[src/rtl/matrix_scan_animator.sv]
// matrix_scan_animator: row-scans a ROWS x COLS LED matrix from a writable animated sprite memory
// Ports: clk/rst (sync, active-high); en scan enable; anim_en animation advance enable;
//   sprite_sel requested sprite (latched per scan); wr_en/wr_addr/wr_data sprite memory write;
//   row_n one-cold active-low row select; col active-high column data;
//   frame_idx current animation frame; frame_start first-cycle-of-scan pulse.
module matrix_scan_animator #(
  parameter int ROWS = 8,
  parameter int COLS = 8,
  parameter int SPRITES = 4,
  parameter int FRAMES = 2,
  parameter int SCAN_DIV = 1000,
  parameter int BLANK = 8,
  parameter int ANIM_SCANS = 50,
  localparam int DEPTH = SPRITES * FRAMES * ROWS,
  localparam int AW = DEPTH > 1 ? $clog2(DEPTH) : 1,
  localparam int SW = SPRITES > 1 ? $clog2(SPRITES) : 1,
  localparam int FW = FRAMES > 1 ? $clog2(FRAMES) : 1
) (
  input  logic            clk,
  input  logic            rst,
  input  logic            en,
  input  logic            anim_en,
  input  logic [SW-1:0]   sprite_sel,
  input  logic            wr_en,
  input  logic [AW-1:0]   wr_addr,
  input  logic [COLS-1:0] wr_data,
  output logic [ROWS-1:0] row_n,
  output logic [COLS-1:0] col,
  output logic [FW-1:0]   frame_idx,
  output logic            frame_start
);
  localparam int DW = $clog2(SCAN_DIV);
  localparam int RW = $clog2(ROWS);
  localparam int CW = ANIM_SCANS > 1 ? $clog2(ANIM_SCANS) : 1;
  logic [COLS-1:0] mem [DEPTH];
  logic [COLS-1:0] rd;
  logic [DW-1:0] div_cnt;
  logic [RW-1:0] row_idx;
  logic [CW-1:0] scan_cnt;
  logic [SW-1:0] sprite_q, sel_ok, sprite_eff;
  logic [AW-1:0] rd_addr;
  logic div_last, row_last, scan_last, wrap, wr_ok, adv, drive;
  // Counter state in cycle s describes the output in cycle s+1.
  always_comb begin
    div_last = div_cnt == DW'(SCAN_DIV - 1);
    row_last = row_idx == RW'(ROWS - 1);
    scan_last = scan_cnt == CW'(ANIM_SCANS - 1);
    wrap = en && div_last && row_last;
    wr_ok = wr_en && ({1'b0, wr_addr} < (AW + 1)'(DEPTH));
    sel_ok = {1'b0, sprite_sel} < (SW + 1)'(SPRITES) ? sprite_sel : '0;
    // The latch loads while frame_start is shown; bypass it so a row-0 read in that cycle sees the new sprite.
    sprite_eff = frame_start ? sel_ok : sprite_q;
    rd_addr = AW'((int'(sprite_eff) * FRAMES + int'(frame_idx)) * ROWS + int'(row_idx));
    col = drive ? rd : '0;
  end
  // One read per row slot, at the first driven cycle, so a write later in the slot cannot tear it.
  always_ff @(posedge clk) begin
    if (wr_ok) mem[wr_addr] <= wr_data;
    if (div_cnt == DW'(BLANK)) rd <= mem[rd_addr];
  end
  always_ff @(posedge clk) begin
    if (rst) begin
      div_cnt <= '0;
      row_idx <= '0;
      scan_cnt <= '0;
      sprite_q <= '0;
      frame_idx <= '0;
      frame_start <= 1'b0;
      adv <= 1'b0;
      drive <= 1'b0;
      row_n <= '1;
    end else begin
      div_cnt <= (!en || div_last) ? '0 : div_cnt + 1'b1;
      row_idx <= !en ? '0 : div_last ? (row_last ? '0 : row_idx + 1'b1) : row_idx;
      scan_cnt <= !en ? '0 : (wrap && anim_en) ? (scan_last ? '0 : scan_cnt + 1'b1) : scan_cnt;
      // Frame advance is deferred one cycle so it lands together with frame_start.
      adv <= wrap && anim_en && scan_last;
      if (en && adv) frame_idx <= frame_idx == FW'(FRAMES - 1) ? '0 : frame_idx + 1'b1;
      frame_start <= en && div_cnt == '0 && row_idx == '0;
      sprite_q <= sprite_eff;
      drive <= en && div_cnt >= DW'(BLANK);
      row_n <= (en && div_cnt >= DW'(BLANK)) ? ~(ROWS'(1) << (ROWS - 1 - int'(row_idx))) : '1;
    end
  end
endmodule

[config.mk]
export PLATFORM = sky130hd
export DESIGN_NAME = matrix_scan_animator
export DESIGN_NICKNAME = d
export VERILOG_FILES = /design/src/rtl/matrix_scan_animator.sv
export SDC_FILE = /design/constraint.sdc
export NUM_CORES = 1
export LEC_CHECK = 0
export ABC_AREA = 0
export BUFFER_PORTS_ARGS = -buffer_cell sky130_fd_sc_hd__buf_2
export CORE_AREA = 3 3 211 213
export DETAILED_ROUTE_END_ITERATION = 8
export DIE_AREA = 0 0 214 216
export GPL_ROUTABILITY_DRIVEN = 0
export PLACE_DENSITY = 0.75
export SYNTH_ARGS = -nofsm -noshare
export SYNTH_HDL_FRONTEND = slang
export SYNTH_SLANG_ARGS = --single-unit
[constraint.sdc]
create_clock -name clk -period 2.28 [get_ports clk]
set_clock_uncertainty 0.2 [all_clocks]
set_input_delay 0.456 -clock clk [delete_from_list [all_inputs] [get_ports clk]]
set_output_delay 0.456 -clock clk [all_outputs]
set_load 0.03 [all_outputs]
### Word-level counts from Yosys, hierarchy flattened

Memories as Yosys holds them, arrays and structs flattened. A register that Yosys moved wholly into a read port is not among the register bits.
Cells that the tools add are included.

| word-level totals | value |
|---|---|
| flip-flop bits (word level) | 33 |
| latch bits | 0 |
| RAM bits | 512 |
| bits in read-only memories | 0 |
| bits of input ports | 21 |
| output and inout port bits | 18 |
| word-level logic and storage cells | 48 |
| memories | 1 |

Memory list:

| memory | depth | width | rd ports | clocked after memory_dff | wr ports | RTL line | source |
|---|---|---|---|---|---|---|---|
| mem | 64 | 8 | 1 | 1 | 1 | 35 | `logic [COLS-1:0] mem [DEPTH];` |

| cells by class | value |
|---|---|
| add/sub/neg operators | 7 |
| multipliers | 0 |
| div/mod/pow operators | 0 |
| magnitude comparators | 1 |
| eq/ne operators | 4 |
| shift operators | 1 |
| multiplexer cells | 7 |
| bitwise operators | 3 |
| reductions and logical operators | 15 |

Operators with widths:

| kind | count |
|---|---|
| $shl 1x32->8 const A | 1 |
| $add 10x1->10 const B | 1 |
| $eq 10x10->1 const B | 1 |
| $eq 10x4->1 const B | 1 |
| $ge 10x4->1 const B | 1 |
| $logic_not 10->1 | 1 |
| $logic_and 1x1->1 | 8 |
| $mux 8 | 1 |
| $not 8->8 | 1 |
| $add 6x1->6 const B | 1 |
| $add 6x3->6 | 1 |
| $eq 6x6->1 const B | 1 |
| $mux 6 | 1 |
| $reduce_or 2->1 | 3 |
| $sub 3x3->4 const A | 1 |
| $add 3x1->3 | 1 |
| $add 3x1->3 const B | 1 |
| $eq 3x3->1 const B | 1 |
| $logic_not 3->1 | 1 |
| $mux 1 | 3 |
| $mux 3 | 1 |
| $mux 2 | 1 |
| $not 1->1 | 2 |
| $add 1x1->1 const B | 1 |
| 2 further kinds | 2 |

### Longest topological paths before layout

Gate-level depths: netlist of run 1.

| logic depth | value |
|---|---|
| word-level depth | 5 |
| gate-level depth with buffers | 9 |
| depth with buffers taken out | 7 |

### Least setup slack after synthesis of run 1

No wires, ideal clock.

| timing | value |
|---|---|
| path type | reg2reg |
| start | register row_idx[0] |
| end | register rd[6], read port of mem (data pin) |
| arrival time | 1.891 ns |
| required time | 1.821 ns |
| path slack | -0.071 ns |
| stages on the path, launching flop included | 8 |
| path buffers | 3 |
| period minus slack after synthesis | 2.351 ns |
| cells stage by stage | dfxtp_1 -> buf_6 -> buf_8 -> buf_8 -> mux4_2 -> mux4_2 -> o211ai_2 -> o21ai_1 |

| between the ends | value |
|---|---|
| cells in the longest elaborated chain, start to end | 1 |

RTL lines:

| what | RTL line | source |
|---|---|---|
| start, declared | 38 | `logic [RW-1:0] row_idx;` |
| start signal, assigned | 74 | `row_idx <= !en ? '0 : div_last ? (row_last ? '0 : row_idx + 1'b1) : row_idx;` |
| $add 6x3->6 | 53 | `rd_addr = AW'((int'(sprite_eff) * FRAMES + int'(frame_idx)) * ROWS + int'(row_idx));` |
| end, declared | 36 | `logic [COLS-1:0] rd;` |

Every way passes these cells.
A chain may end at the register's enable or synchronous reset.

### Final worst setup path of run 1

Same ends and word-level chain as after synthesis.

==> flow_metrics.env, run 1 <==
export IMPL_status="finished with violations"
export IMPL_violations="negative setup slack"
export IMPL_async_flop_share_pct=0
export IMPL_muxShareOfSynthArea_pct=14.48
export IMPL_rsz0062_at_grt="yes"
export IMPL_crit_arrival_ns=2.66
export IMPL_min_period_ns=2.530
export IMPL_final_common_cell="edfxtp_1"
export IMPL_syn_area_um2=21670
export IMPL_ys_seq_area_share_pct=75.11
export IMPL_ctsHtreeMaxLevel=2
export IMPL_tns_ns=-1.677
export IMPL_drive_gt1_share_pct=35.50
export IMPL_finalWorstSetupSlack_ns=-0.2503
export IMPL_drc=0
export IMPL_insertion_delay_ns=0.59
export IMPL_die_w_um=214
export IMPL_synth_xor_xnor_area_share_pct=0.4850
export IMPL_synth_compound_area_share_pct=2.471
export IMPL_fin_cells=1982
export IMPL_hold_end="frame_idx$_SDFFE_PP0P_"
export IMPL_synthToLayoutAreaGrowth_pct=20.87
export IMPL_maxCapViolCount=0
export IMPL_grt_pass1_vias=11890
export IMPL_diodes=0
export IMPL_path_clk_slew_ns=0.06
export IMPL_synth_top_family_by_area="multiplexers"
export IMPL_crit_path_end_kind="flop"
export IMPL_reg2reg_depth=8
export IMPL_dpl_cell_area_um2=23760
export IMPL_grt_pass1_wl_um=75720
export IMPL_synthesis_nets=1158
export IMPL_cp_start_kind="flop"
export IMPL_final_cell_mix="520 x edfxtp_1, 150 x buf_4, 127 x mux4_2"
export IMPL_syn_area_per_cell_um2=19.23
export IMPL_start_util_pct=50.53
export IMPL_regArea_um2=16290
export IMPL_die_h_um=216
export IMPL_ys_seq_elements=553
export IMPL_rows=76
export IMPL_required_ns=2.41
export IMPL_final_antenna_net_count=0
export IMPL_antenna_found_initial=1
export IMPL_synthAdderAreaFrac_pct=0.5774
export IMPL_synthFlopType="edfxtp_1"
export IMPL_relSlewSlack_pct=44.17
export IMPL_cts_buffer_depth=3
export IMPL_power_density_nw_per_um2=766.0
export IMPL_cts_tree="done"
export IMPL_cts_root_buf="clkbuf_16"
export IMPL_cts_made_buffers=53
export IMPL_overflow=0
export IMPL_hold_viol=0
export IMPL_grt_max_degree=65
export IMPL_synth_cells=1127
export IMPL_fillCellCount=2870
export IMPL_routed_wl_um=52260
export IMPL_grtUsageTotal_pct=22.09
export IMPL_ys_warn_count=0
export IMPL_dpl_hpwl_um=31510
export IMPL_ir_drop_uv=511.4
export IMPL_post_route_util_pct=61.07
export IMPL_vias=11830
export IMPL_dp_cells=1856
export IMPL_viasPerCell=5.969
export IMPL_hp_class="primary input to flop"
export IMPL_final_setup_viol_count=8
export IMPL_drv_slew=0
export IMPL_period_share_pct=111.0
export IMPL_synth_edf_count=520
export IMPL_synth_cell_types=48
export IMPL_critPathMaxFanout=6
export IMPL_finalNetCount=1388
export IMPL_coreArea_um2=42890
export IMPL_ioPinCount=39
export IMPL_min_path_cells=4
export IMPL_io_buffers=38
export IMPL_synth_simple_area_share_pct=5.335
export IMPL_routedWlPerCell_um=26.36
export IMPL_r2r_end="rd[6]$_DFFE_PP_"
export IMPL_multiInputGateArea_um2=5403
export IMPL_r2r_setup_slack_ns=-0.25
export IMPL_max_freq_mhz=395.2
export IMPL_firstDrtPassIters=5
export IMPL_crit_type="flop to flop"
export IMPL_fin_area_um2=26190
export IMPL_dieArea_um2=46220
export IMPL_initialDrtViolationCount=1450
export IMPL_hp_start="en"
export IMPL_leakage_uw=0.008411
export IMPL_clkSinkCount=553
export IMPL_r2r_start="row_idx[0]$_SDFFE_PP0N_"
export IMPL_tightestPinTransition_ns=0.8375
## synth_stat cells, drive strengths merged, types with 2 or more instances
cell type  number  area, µm²
a211o           4      35.03
nand4           5      31.28
a211oi          8      60.06
inv             8      30.03
o21ai          14      70.06
o21a            3      22.52
mux2i          22      220.2
or3             7      43.79
clkbuf         26      97.59
nand3b          2      15.01
xor2            6      52.55
mux4          127       2860
dfxtp          33      660.6
and3            8      50.05
a311oi          3      26.28
nand2          59      221.5
nor2           94      352.8
and4            2      17.52
nand2b          7      43.79
o221ai          4      35.03
mux2            5      56.30
a21oi          16      80.08
ha             10      125.1
edfxtp        520      15610
xnor2           6      52.55
and2           10      62.56
nand3          24      120.1
o22ai          14      87.58
buf            30      207.7
a31oi           9      56.30
nor2b           5      31.28
o31ai           4      30.03
nor3           23      115.1
## state kept, by name, indices dropped and copies added (netlist names)
| name | flops |
|---|---|
| mem | 512 |
| div_cnt | 10 |
| rd | 8 |
| row_n | 8 |
| scan_cnt | 6 |
| row_idx | 3 |
| sprite_q | 2 |
| adv | 1 |
| drive | 1 |
| frame_idx | 1 |
| frame_start | 1 |
## layout make-up
| type | count | share of cell area (%) |
|---|---|---|
| clock buffer | 65 | 5.236 |
| clock inverter | 30 | 0.9554 |
| inverter | 8 | 0.1146 |
| multi-input combinational | 510 | 20.63 |
| sequential | 553 | 62.19 |
| tap | 585 | 2.794 |
| timing repair buffer | 231 | 8.087 |
## metal layers
metal / GRT usage [%] / routed length [µm] / part of all wire, %
met5: 0 / 0 / 0
met4: 7.837 / 1746 / 3.3
met3: 3.999 / 4686 / 9.0
met2: 36.32 / 25850 / 49
met1: 30.15 / 19970 / 38
## power by group
group          switching (µW)  leakage (µW)  internal (µW)
sequential               20.3       0.00495          11200
clock                    3610      0.000787           4710
combinational             395       0.00268            159
total                    4030       0.00841          16000
## worst max-delay path by stage
stage,end,depth (start not counted),start,slack [ns]
after global routing,rd[6]$_DFFE_PP_,9,row_idx[0]$_SDFFE_PP0N_,-0.35
after global placement,rd[7]$_DFFE_PP_,7,row_idx[0]$_SDFFE_PP0N_,-0.29
after CTS,rd[2]$_DFFE_PP_,7,row_idx[0]$_SDFFE_PP0N_,-0.22
final,rd[6]$_DFFE_PP_,8,row_idx[0]$_SDFFE_PP0N_,-0.25
after floorplan,rd[6]$_DFFE_PP_,7,row_idx[0]$_SDFFE_PP0N_,-0.04
after detailed placement,rd[7]$_DFFE_PP_,7,row_idx[0]$_SDFFE_PP0N_,-0.37
## per-stage QoR
stage | power (µW) | setup WS [ns] | hold slack (ns)
finish | 20060 | -0.2503 | 0.03580
global route | 20600 | -0.3477 | 0.04241
CTS | 20130 | -0.2176 | 0.01776
detailed placement | 11910 | -0.3655 | 0.2656
global placement | 11880 | -0.2927 | 0.2632
floorplan | 11560 | -0.03714 | 0.2414
## what timing repair did
item	4_1_cts	5_1_grt
setup buffers	6	22
hold endpoints to repair	4	0
endpoints found under the setup margin	8	15
gates cloned	2	4
hold buffers	1	0
resized for setup	28	69
pin swaps	5	21
## logic make-up after synthesis
kind of cell,after synthesis
flip-flops,553
AND/OR/NAND/NOR,252
multiplexers,154
AO/OA/AOI/OAI,82
buffers and inverters,64
XOR/XNOR,12
adder cells (fa/ha/maj),10
## worst max-delay path: stages (launching register included)
cell       delay [ns]
dfxtp_4          0.42
buf_6            0.16
clkbuf_16        0.17
buf_6            0.15
mux4_2           0.57
nor3_1           0.20
o21ai_0          0.18
nand3_2          0.13
o21ai_1          0.08
Note: power is estimated with default switching activity, not from simulation.
==> run 2, diff against run 1 <==
==> config.mk (replaced) <==
export PLATFORM = sky130hd
export DESIGN_NAME = matrix_scan_animator
export DESIGN_NICKNAME = d
export VERILOG_FILES = /design/src/rtl/matrix_scan_animator.sv
export SDC_FILE = /design/constraint.sdc
export NUM_CORES = 1
export LEC_CHECK = 0
export ABC_AREA = 0
export ABC_CLOCK_PERIOD_IN_PS = 2280
export CORE_AREA = 2 2 210 212
export DETAILED_ROUTE_END_ITERATION = 8
export DIE_AREA = 0 0 212 214
export DONT_BUFFER_PORTS = 1
export GPL_ROUTABILITY_DRIVEN = 0
export PLACE_DENSITY = 0.74
export SYNTH_ARGS = -nofsm -noshare
export SYNTH_HDL_FRONTEND = slang
export SYNTH_SLANG_ARGS = --single-unit
==> flow_metrics.env, run 2 (synthesis results as in run 1) <==
export IMPL_viasPerCell=5.906
export IMPL_cts_buffer_depth=3
export IMPL_routed_wl_um=50290
export IMPL_overflow=0
export IMPL_final_setup_viol_count=8
export IMPL_ioPinCount=39
export IMPL_hold_viol=0
export IMPL_insertion_delay_ns=0.60
export IMPL_cts_tree="done"
export IMPL_rows=76
export IMPL_min_period_ns=2.463
export IMPL_power_density_nw_per_um2=778.3
export IMPL_routedWlPerCell_um=25.82
export IMPL_ctsHtreeMaxLevel=2
export IMPL_grt_pass1_wl_um=74440
export IMPL_fin_area_um2=26120
export IMPL_crit_path_end_kind="flop"
export IMPL_cp_start_kind="flop"
export IMPL_die_h_um=214
export IMPL_synthToLayoutAreaGrowth_pct=20.54
export IMPL_place_ws_ns=-0.2812
export IMPL_drc=0
export IMPL_finalWorstSetupSlack_ns=-0.1835
export IMPL_die_w_um=212
export IMPL_largest_register="mem"
export IMPL_diodes=0
export IMPL_coreArea_um2=42890
export IMPL_hp_class="primary input to flop"
export IMPL_met2WireLength_um=25240
export IMPL_vias=11510
export IMPL_largest_reg_flops=512
export IMPL_rsz0062_at_grt="yes"
export IMPL_drive_gt1_share_pct=32.50
export IMPL_crit_arrival_ns=2.61
export IMPL_hp_start="wr_addr[1]"
export IMPL_top_regs="mem: 512 flops, div_cnt: 10 flops"
export IMPL_fillCellCount=2953
export IMPL_antenna_found_initial=0
export IMPL_wl_met1_um=18790
export IMPL_wl_met3_um=4780
export IMPL_ir_drop_uv=578.8
export IMPL_required_ns=2.43
export IMPL_top_layer="met4"
export IMPL_max_freq_mhz=405.9
export IMPL_final_antenna_net_count=0
export IMPL_maxCapViolCount=0
export IMPL_cts_root_buf="clkbuf_16"
export IMPL_status="finished with violations"
export IMPL_grt_pass1_vias=11750
export IMPL_relSlewSlack_pct=60.51
export IMPL_leakage_uw=0.008295
export IMPL_final_common_cell="edfxtp_1"
export IMPL_firstDrtPassIters=5
export IMPL_crit_path_start="row_idx[0]$_SDFFE_PP0N_"
export IMPL_grt_max_degree=65
export IMPL_tns_ns=-1.149
export IMPL_drv_slew=0
export IMPL_tightestPinTransition_ns=0.5909
export IMPL_path_clk_slew_ns=0.06
export IMPL_cts_made_buffers=53
export IMPL_violations="negative setup slack"
export IMPL_crit_type="flop to flop"
export IMPL_final_cell_mix="520 x edfxtp_1, 139 x buf_4, 127 x mux4_2"
export IMPL_grtUsageTotal_pct=22.44
export IMPL_finalNetCount=1349
export IMPL_clkSinkCount=553
export IMPL_dieArea_um2=45370
export IMPL_period_share_pct=108.0
export IMPL_dpl_hpwl_um=30660
export IMPL_r2r_start="row_idx[0]$_SDFFE_PP0N_"
export IMPL_start_util_pct=50.53
export IMPL_dpl_cell_area_um2=23430
export IMPL_io_buffers=0
export IMPL_critPathMaxFanout=8
export IMPL_initialDrtViolationCount=1386
## run 2: cell types whose count changed in the layout (fill, tap and decap cells not counted), moves of 6 or more
cell and change:
buf_12 -8, buf_16 +9, buf_2 -38, buf_4 -11
dlygate4sd3_1 +6
## run 2: layout make-up
class | count | area (µm²) | share of cell area (%)
Multi-Input combinational cell | 510 | 5324 | 20.38
Clock inverter | 32 | 281.5 | 1.078
Tap cell | 585 | 732.0 | 2.802
Sequential cell | 553 | 16290 | 62.35
Timing Repair Buffer | 192 | 2042 | 7.817
Inverter | 8 | 30.03 | 0.1150
Clock buffer | 68 | 1425 | 5.456
## run 2: per-layer routing
metal,track usage [%],up-vias
li1,-,4953
met1,29.95,5856
met2,36.77,587
met3,5.498,109
met4,6.737,0
met5,0,-
## run 2: repair_timing
item | CTS | global route
cloned | 3 | 5
gates resized for setup | 49 | 35
setup buffers | 13 | 11
endpoints found under the hold margin | 531 | 0
pin swaps | 9 | 18
setup endpoints to repair | 16 | 16
hold buffers | 15 | 0
## run 2: through the flow
step                power [µW]  instances  hold WS (ns)  util, %
CTS                      20400       1935      0.004432    60.17
detailed placement       11690       1805        0.2713    54.62
global placement         11690       1805        0.2606    54.62
floorplan                11560       1127        0.2414        -
global route             20910       1948       0.01096    60.91
finish                   20330       1948       0.02245    60.91
## run 2: path summary, 6_finish.rpt
kind	end	slack, ns	cells past startpoint
setup / recovery	rd[0]$_DFFE_PP_	-0.18	9
hold / removal	mem[49][6]$_DFFE_PP_	0.02	2
setup reg to reg	rd[0]$_DFFE_PP_	-0.18	9
hold reg to reg	div_cnt[0]$_SDFF_PP0_	0.28	1
## run 2: report_power, final
part,switching [µW],internal (µW),total (µW)
Sequential,19.5,11200,11200
Combinational,360,168,528
Clock,3640,4980,8620
Total,4020,16300,20300
## run 2: critical path, cell delays in order (launching register included)
cell and delay, ns:
dfxtp_4 0.37, buf_12 0.14, buf_8 0.13, buf_12 0.11
buf_16 0.13, buf_12 0.10, mux4_2 0.55, o221ai_4 0.25
buf_6 0.15, o22ai_1 0.06
==> run 3, diff against run 2 <==
--- a/config.mk
+++ b/config.mk
@@ -6,13 +6,14 @@
 export NUM_CORES = 1
 export LEC_CHECK = 0
 export ABC_AREA = 0
-export ABC_CLOCK_PERIOD_IN_PS = 2280
+export ABC_CLOCK_PERIOD_IN_PS = 2750
 export CORE_AREA = 2 2 210 212
+export CTS_CLUSTER_SIZE = 25
 export DETAILED_ROUTE_END_ITERATION = 8
 export DIE_AREA = 0 0 212 214
 export DONT_BUFFER_PORTS = 1
 export GPL_ROUTABILITY_DRIVEN = 0
-export PLACE_DENSITY = 0.74
+export PLACE_DENSITY = 0.71
 export SYNTH_ARGS = -nofsm -noshare
 export SYNTH_HDL_FRONTEND = slang
 export SYNTH_SLANG_ARGS = --single-unit
==> constraint.sdc (replaced) <==
create_clock -name clk -period 2.75 [get_ports clk]
set_clock_uncertainty 0.2 [all_clocks]
set_input_delay 0.55 -clock clk [delete_from_list [all_inputs] [get_ports clk]]
set_output_delay 0.55 -clock clk [all_outputs]
set_load 0.03 [all_outputs]
==> flow_metrics.env, run 3 (synthesis results as in run 1) <==
export IMPL_status="complete, no violations"
export IMPL_leakage_uw=0.007956
export IMPL_overflow=0
export IMPL_total_power_uw=17000
export IMPL_die_w_um=212
export IMPL_max_freq_mhz=375.6
export IMPL_dpl_hpwl_um=30620
export IMPL_viasPerCell=5.938
export IMPL_dieArea_um2=45370
export IMPL_final_cell_mix="520 x edfxtp_1, 127 x mux4_2, 117 x buf_4"
export IMPL_diodes=0
export IMPL_antenna_found_initial=1
export IMPL_drv_slew=0
export IMPL_firstDrtPassIters=5
export IMPL_fillCellCount=3051
export IMPL_r2r_setup_slack_ns=0.09
export IMPL_clkSinkCount=553
export IMPL_crit_path_end_kind="flop"
export IMPL_final_common_cell="edfxtp_1"
export IMPL_ioPinCount=39
export IMPL_power_density_nw_per_um2=674.1
export IMPL_cp_start_kind="flop"
export IMPL_vias=11240
export IMPL_synthToLayoutAreaGrowth_pct=16.36
export IMPL_largest_register="mem"
export IMPL_period_share_pct=96.83
export IMPL_cts_root_buf="clkbuf_16"
export IMPL_crit_arrival_ns=2.79
export IMPL_rsz0062_at_grt="no"
export IMPL_largest_reg_flops=512
export IMPL_tightestPinTransition_ns=0.6643
export IMPL_critPathMaxFanout=14
export IMPL_multiInputGateArea_um2=5091
export IMPL_routed_wl_um=48670
export IMPL_start_util_pct=50.53
export IMPL_routedWlPerCell_um=25.71
export IMPL_coreArea_um2=42890
export IMPL_hp_class="primary input to flop"
export IMPL_fin_area_um2=25220
export IMPL_die_h_um=214
export IMPL_top_regs="mem: 512 flops, div_cnt: 10 flops"
export IMPL_regArea_um2=16290
export IMPL_hold_viol=0
export IMPL_final_antenna_net_count=0
export IMPL_post_route_util_pct=58.80
export IMPL_insertion_delay_ns=0.60
export IMPL_required_ns=2.87
export IMPL_ctsHtreeMaxLevel=2
export IMPL_maxCapViolCount=0
export IMPL_grt_pass1_vias=11370
export IMPL_rows=76
export IMPL_cts_buffer_depth=3
export IMPL_drive_gt1_share_pct=26.99
export IMPL_relSlewSlack_pct=55.71
export IMPL_grtUsageTotal_pct=22.13
export IMPL_cts_made_buffers=54
export IMPL_io_buffers=0
export IMPL_finalNetCount=1295
export IMPL_final_setup_viol_count=0
export IMPL_grt_pass1_wl_um=73040
export IMPL_grt_max_degree=65
export IMPL_initialDrtViolationCount=1206
export IMPL_cts_tree="done"
export IMPL_drc=0
export IMPL_path_clk_slew_ns=0.06
export IMPL_crit_type="flop to flop"
export IMPL_min_period_ns=2.663
export IMPL_dpl_cell_area_um2=23150
export IMPL_ir_drop_uv=518.6
run 3: changes by cell type in the layout (fill, tap and decap cells not counted), moves of 8 or more:
cell,previous run,this run
buf_4,139,117
buf_12,18,9
buf_6,8,0
nand2_1,51,59
o21ai_0,3,11
o22ai_1,6,14
o22ai_2,8,0
run 3: path summary, 6_finish.rpt:
path	start	end	cells after the start
setup / recovery	row_idx[0]$_SDFFE_PP0N_	rd[7]$_DFFE_PP_	8
hold / removal	en	row_idx[2]$_SDFFE_PP0N_	2
setup reg to reg	row_idx[0]$_SDFFE_PP0N_	rd[7]$_DFFE_PP_	8
hold reg to reg	div_cnt[0]$_SDFF_PP0_	div_cnt[0]$_SDFF_PP0_	1
run 3: per-stage QoR:
stage / instances / hold WS, ns / setup slack (ns) / TNS, ns
6_report: 1893 / 0.04883 / 0.08730 / 0
5_1_grt: 1893 / 0.04247 / 0.03046 / 0
4_1_cts: 1893 / 0.01988 / 0.1015 / 0
3_3_place_gp: 1779 / 0.2656 / -0.04376 / -0.1157
3_5_place_dp: 1779 / 0.2719 / -0.1316 / -0.2675
2_1_floorplan: 1127 / 0.2414 / 0.3991 / 0
run 3: what timing repair did:
item                       CTS  global route
resized for setup            4             0
setup endpoints to repair    3             0
setup buffers                3             0
hold endpoints to repair   517             0
hold buffers                11             0
run 3: layout make-up:
cell class	instances	area share, %
Clock inverter	34	1.221
Timing Repair Buffer	137	5.190
Tap cell	585	2.903
Multi-Input combinational cell	510	20.19
Inverter	8	0.1191
Sequential cell	553	64.59
Clock buffer	66	5.791
run 3: worst max-delay path, stage by stage, from the launching register on:
cell     delay [ns]
dfxtp_4        0.38
buf_12         0.18
buf_12         0.18
buf_4          0.16
mux4_2         0.50
nand2_1        0.13
a31oi_1        0.12
a21oi_1        0.37
o22ai_1        0.15
run 3: routing by layer:
layer | global-route usage [%] | part of all wire [%] | vias to the layer above
met3 | 3.621 | 8.0 | 98
met1 | 30.57 | 39 | 5786
li1 | - | - | 4848
met2 | 36.28 | 50 | 509
met5 | 0 | 0 | -
met4 | 7.136 | 2.8 | 0
run 3: report_power, final:
part | total [µW] | internal (µW) | switching [µW]
registers | 9270 | 9250 | 15.4
logic | 398 | 116 | 281
clock network | 7330 | 4320 | 3020
total | 17000 | 13700 | 3310
